<file path="config.mk">
export PLATFORM = sky130hd
export DESIGN_NAME = uart_tx_fifo
export DESIGN_NICKNAME = d
export VERILOG_FILES = /design/src/rtl/uart_tx_fifo.sv
export SDC_FILE = /design/constraint.sdc
export NUM_CORES = 1
export LEC_CHECK = 0
export BUFFER_PORTS_ARGS = -buffer_cell sky130_fd_sc_hd__buf_4
export CAP_MARGIN = 25
export CELL_PAD_IN_SITES_DETAIL_PLACEMENT = 1
export CELL_PAD_IN_SITES_GLOBAL_PLACEMENT = 1
export CORE_ASPECT_RATIO = 1.5
export CORE_MARGIN = 1.5
export CORE_UTILIZATION = 35
export DETAILED_ROUTE_END_ITERATION = 8
export PLACE_DENSITY = 0.67
export SETUP_SLACK_MARGIN = 0.5
export SKIP_LAST_GASP = 1
export SLEW_MARGIN = 20
export SYNTH_ARGS = -nofsm -noshare
export SYNTH_HDL_FRONTEND = slang
export SYNTH_SLANG_ARGS = --single-unit
</file>
<file path="constraint.sdc">
create_clock -name clk -period 2.8 [get_ports clk]
set_input_delay 0.84 -clock clk [delete_from_list [all_inputs] [get_ports clk]]
set_output_delay 0.84 -clock clk [all_outputs]
set_load 0.005 [all_outputs]
</file>
<file path="src/rtl/uart_tx_fifo.sv">
// uart_tx_fifo: byte FIFO feeding a uart_tx through a tx_data/tx_valid/tx_ready
// handshake. DEPTH entries (power of two), AW = log2(DEPTH).
// Optional feature: define UART_TX_FIFO_OVF_EN to build the sticky
// write-while-full overflow flag; otherwise overflow is tied low.
module uart_tx_fifo #(
    parameter int unsigned DEPTH = 16,
    parameter int unsigned AW    = 4
) (
    input  logic          clk,
    input  logic          rst,
    input  logic [7:0]    wr_data,
    input  logic          wr_en,
    output logic          full,
    output logic [AW:0]   count,
    output logic [7:0]    tx_data,
    output logic          tx_valid,
    input  logic          tx_ready,
    output logic          overflow
);

    localparam logic [AW:0] FULL_CNT = (AW+1)'(DEPTH);

    logic [7:0]    mem [DEPTH];
    logic [AW-1:0] wr_ptr;
    logic [AW-1:0] rd_ptr;
    logic          wr_acc;
    logic          rd_acc;

    assign full     = (count == FULL_CNT);
    assign tx_valid = (count != '0);
    // Head byte is read combinationally so it is stable from valid to the pop edge.
    assign tx_data  = mem[rd_ptr];

    // Handshake qualification: a write needs room as seen before the edge, a pop needs data.
    always_comb begin
        wr_acc = wr_en && !full;
        rd_acc = tx_valid && tx_ready;
    end

    // Storage write; contents are deliberately left unreset.
    always_ff @(posedge clk) begin
        if (!rst && wr_acc) begin
            mem[wr_ptr] <= wr_data;
        end
    end

    // Pointer and occupancy tracking; pointers wrap naturally at AW bits.
    always_ff @(posedge clk) begin
        if (rst) begin
            wr_ptr <= '0;
            rd_ptr <= '0;
            count  <= '0;
        end else begin
            if (wr_acc) begin
                wr_ptr <= wr_ptr + 1'b1;
            end
            if (rd_acc) begin
                rd_ptr <= rd_ptr + 1'b1;
            end
            case ({wr_acc, rd_acc})
                2'b10:   count <= count + 1'b1;
                2'b01:   count <= count - 1'b1;
                default: count <= count;
            endcase
        end
    end

`ifdef UART_TX_FIFO_OVF_EN
    // Sticky flag: any write attempt while full is recorded until reset.
    always_ff @(posedge clk) begin
        if (rst) begin
            overflow <= 1'b0;
        end else if (wr_en && full) begin
            overflow <= 1'b1;
        end
    end
`else
    assign overflow = 1'b0;
`endif

endmodule

</file>
## Word-level counts from Yosys, hierarchy flattened

Memory sizes are Yosys's and may differ from the RTL's. A register that Yosys moved wholly into a read port is not among the register bits.
Index checks and enable logic that the tools add are counted.

- Latch bits: 0
- Memories: 1
- Input bits: 12
- Memory bits (writable): 128
- Memory bits (read-only): 0
- Logic and storage cells: 23
- Bits in registers: 13

- Mux-type cells: 5
- Order comparisons: 0
- Reductions and logical operators: 7
- Div/mod/pow operators: 0
- Equality and inequality tests: 3
- Shift operators: 0
- Bitwise operators: 0
- $add $sub $neg: 4
- $mul: 0

Memories:

| name | words | width | rd ports | clocked after memory_dff | write ports | line | source |
|---|---|---|---|---|---|---|---|
| mem | 16 | 8 | 1 | 1 | 1 | 23 | `logic [7:0] mem [DEPTH];` |

Operator list:

| operator | count |
|---|---|
| case mux 5 bit (2 select lines) | 1 |
| adder 4 x 1 -> 4 bit, second input constant | 2 |
| 2-to-1 mux 4 bit | 2 |
| adder 5 x 1 -> 5 bit, second input constant | 1 |
| == test 5 bit, second input constant | 1 |
| nonzero test 5 bit | 1 |
| subtractor 5 x 1 -> 5 bit, second input constant | 1 |
| logical AND 1 bit | 3 |
| == test 2 x 1 -> 1 bit, second input constant | 1 |
| == test 2 bit, second input constant | 1 |
| logical NOT 1 bit | 2 |
| 2-to-1 mux 1 bit | 2 |
| nonzero test 2 bit | 1 |

## Logic depth before layout (Yosys ltp)

- Word-level depth: 6
- Mapped depth: 11
- Mapped depth without buffers: 9

## Worst setup path after synthesis

No wires, ideal clock.

- Path type: reg-to-reg
- From: register count[0]
- To: register count[4]
- Cell stages (with the launch flop): 12
- Arrival time: 2.688 ns
- Data required time: 2.730 ns
- Path slack: 0.042 ns
- Cells stage by stage: dfxtp_1 or4_4 buf_6 o21a_1 buf_6 inv_1 ha_1 ha_1 a21oi_1 a21oi_1 or4_1 a21oi_1

- Word-level cells in the longest chain between the ends: 5
- Elaborated cells on any way between the ends: 11
- Classes of those cells: add/sub: 2; eq/ne: 3; mux: 1; reduce/logical: 5

RTL lines:

| what | line | source |
|---|---|---|
| from (decl) | 14 | `output logic [AW:0] count,` |
| from (signal assigned) | 61 | `2'b10: count <= count + 1'b1;` |
| from (signal assigned) | 62 | `2'b01: count <= count - 1'b1;` |
| from (signal assigned) | 63 | `default: count <= count;` |
| == test 5 bit | 29 | `assign full = (count == FULL_CNT);` |
| logical NOT 1 bit | 36 | `wr_acc = wr_en && !full;` |
| logical AND 1 bit | 36 |  |
| == test 2 x 1 -> 1 bit or == test 2 bit (tied branches) | 60 | `case ({wr_acc, rd_acc})` |
| case mux 5 bit (2 select lines) or nonzero test 2 bit (tied branches) | - |  |

Parallel ways exist; a longest one is shown, timed or not.
A chain may end at the register's enable or synchronous reset.

==> flow_metrics.py <==
metrics = {
    "outcome": {
        "outcome": "finished, violations left",
        "failed_checks": "setup timing",
    },
    "floorplanning": {
        "die_w_um": 108,
        "die_y_um": 160,
        "initial_core_util_pct": 35.6,
        "io_pins": 28,
        "core_sq_um": 16100,
        "num_rows": 57,
        "dieArea_sq_um": 17200,
    },
    "synth": {
        "synth_top_flop_cell": "edfxtp_1",
        "yosysSeqAreaShare_pct": 72.9,
        "yosys_warnings": 0,
        "synth_cell_types": 35,
        "avgSynthCellArea_sq_um": 18.5,
        "synth_edf_count": 128,
        "synth_seq_cells": 145,
        "synthSimpleGateAreaFrac_pct": 4.84,
        "synth.cell_area_sq_um": 5740,
        "syn_nets": 333,
        "synth_compound_area_share_pct": 3.69,
        "synthAdderAreaFrac_pct": 2.31,
        "synth.area.mux_share_pct": 13.3,
        "synth_top_family_by_area": "multiplexers",
        "synthCells": 311,
        "synthXorXnorAreaFrac_pct": 1.07,
        "synthArstFlopShare_pct": 0,
    },
    "pwr": {
        "power.switching_w": 0.00171,
        "clkPwrFrac_pct": 36.0,
        "internal-power_w": 0.00452,
        "p_leak_nw": 2.46,
        "power_density_nw_per_um2": 860,
        "switching_share_pct": 27.4,
        "irDropWorstVdd_uv": 599,
        "seq_power_share_pct": 40.4,
        "p_comb_share_pct": 23.6,
    },
    "final_layout": {
        "layout.nets": 400,
        "final_common_cell": "edfxtp_1",
        "n_antenna_cell": 0,
        "area_delta_synth_final_pct": 26.2,
        "layout_common_cells": "128 x edfxtp_1, 55 x buf_4, 32 x mux4_2",
        "finalInstanceArea_sq_um": 7240,
        "layout-drive-gt1-share_pct": 41.2,
        "fin_util_pct": 44.9,
    },
    "global_route": {
        "grt_pass1_vias": 3418,
        "track_usage_pct": 16.4,
        "grt_pass1_wl_mm": 20.3,
        "antenna_found_initial": 0,
        "grt-ovfl-total": 0,
        "grt_max_degree": 22,
    },
    "critical_path": {
        "cp-start-kind": "flop",
        "reg2reg_depth": 9,
        "cp_max_fo": 5,
        "worstSetupPathType": "reg2out",
        "critPathCaptureType": "output pin",
        "worstPathRequired_ns": 1.96,
        "arrival_ns": 2.06,
    },
    "clock_network": {
        "ctsHtreeMaxLevel": 4,
        "insertion_delay_ns": 0.41,
        "clk_path_buf_depth": 2,
        "cts_sinks": 145,
        "clockRootBuffer": "clkbuf_16",
        "clk_pin_slew_ns": 0.06,
        "hold_buffers": 0,
        "cts_tree": "yes",
        "cts_buffers": 17,
    },
    "drt": {
        "routedWlPerCell_um": 21.8,
        "num_vias": 3062,
        "drt-vias-per-instance": 5.13,
        "antenna_left": 0,
        "drtIter0Drc": 196,
        "routed_wl_mm": 13.0,
        "drc": 0,
        "firstDrtPassIters": 4,
    },
    "timing": {
        "final.min_clock_period_ns": 2.90,
        "max_slew_margin_pct": 50.1,
        "finalSetupViolations": 7,
        "slew_viol_final": 0,
        "finalClockSkew_ns": 0.00645,
        "max_freq_mhz": 345,
        "worst_pin_slew_ns": 0.745,
        "finalCritPeriodShare_pct": 104,
        "grt_setup_unrepaired": "true",
        "finalWorstSetupSlack_ns": -0.103,
        "fin_tns_setup_ns": -0.302,
        "hold_viol_final": 0,
    },
    "hold_path": {
        "hp-class": "reg2reg",
        "min_path_cells": 2,
    },
    "placed_design": {
        "dp_slack_ns": 0.195,
        "numPortBuffers": 26,
        "placed_area_sq_um": 6340,
        "dp_hpwl_mm": 8.42,
        "routabilityCongestion": 0.786,
    },
    "flow_run": {
        "maxCapViolCount": 0,
    },
}
-- Yosys cell counts, types with 2 or more instances --
cell type | count | share of area (%)
edfxtp_1 | 128 | 67
mux4_2 | 32 | 13
nor2_1 | 32 | 2.1
dfxtp_1 | 17 | 5.9
a22oi_1 | 16 | 2.1
nand2_1 | 14 | 0.92
ha_1 | 9 | 2.0
clkbuf_1 | 8 | 0.52
inv_1 | 6 | 0.39
a21oi_1 | 5 | 0.44
xor2_1 | 5 | 0.76
buf_2 | 3 | 0.26
mux2i_1 | 3 | 0.52
nor2b_1 | 3 | 0.33
o211ai_1 | 3 | 0.39
and3_1 | 2 | 0.22
buf_1 | 2 | 0.13
buf_6 | 2 | 0.39
nand2b_1 | 2 | 0.22
nand3_1 | 2 | 0.17
or4_1 | 2 | 0.26
xnor2_1 | 2 | 0.31
-- through the flow --
stage                     cells  total power (W)  hold WS (ns)
final                       597          0.00622         0.525
after global routing        597          0.00648         0.557
after CTS                   590          0.00617         0.521
after detailed placement    549          0.00370         0.512
after global placement      549          0.00365         0.520
after floorplan             311          0.00333         0.485
-- state kept, by name (all words and copies together) (netlist names), named ones only --
name,cells
mem,128
count,5
rd_ptr,4
wr_ptr,4
-- final timing paths --
| path | slack, ns | to | start |
|---|---|---|---|
| max | -0.10 | tx_data[5] | flop |
| min | 0.53 | count[3] | count[3] |
| max reg2reg | 0.26 | count[4] | count[1] |
| min reg2reg | 0.53 | count[3] | count[3] |
-- per-layer routing --
layer / routed length, um / global-route usage (%) / part of all wire [%]
met4: 309 / 6.88 / 2.4
met1: 4830 / 18.0 / 37
met2: 7410 / 30.0 / 57
met3: 452 / 3.43 / 3.5
met5: 0 / 0 / 0
-- power by group through the flow --
stage | Combinational, W | Clock, W | Sequential, W
detailed placement | 0.00113 | 0 | 0.00257
global placement | 0.00109 | 0 | 0.00256
finish | 0.00147 | 0.00224 | 0.00251
floorplan | 0.000786 | 0 | 0.00254
CTS | 0.00137 | 0.00228 | 0.00252
global route | 0.00159 | 0.00236 | 0.00252
-- final cells by class --
cell class                      count  area, sq um
Timing Repair Buffer               64          566
Clock buffer                       17          425
Sequential cell                   145         4200
Clock inverter                     15          168
Multi-Input combinational cell    144         1600
Tap cell                          206          258
Inverter                            6         22.5
Fill cell                        1570         8880
-- cell families after synthesis --
group,count (synthesis)
flops,145
simple gates,61
mux,36
compound gates,29
buf+inv,22
fa+ha+maj,10
xor+xnor,7
other cells,1
-- timing repair --
item | in CTS | in global routing
pin swaps | 5 | 12
setup buffers | 8 | 6
endpoints found under the setup margin | 13 | 13
resized for setup | 23 | 8
cloned | 1 | 1
-- critical path, cell delays in order, from the launching register on --
cell     delay, ns
dfxtp_4       0.41
buf_12        0.13
buf_16        0.13
mux4_2        0.53
a22oi_1       0.20
nand2_1       0.10
buf_4         0.15
Note: power is estimated with default switching activity, not from simulation.
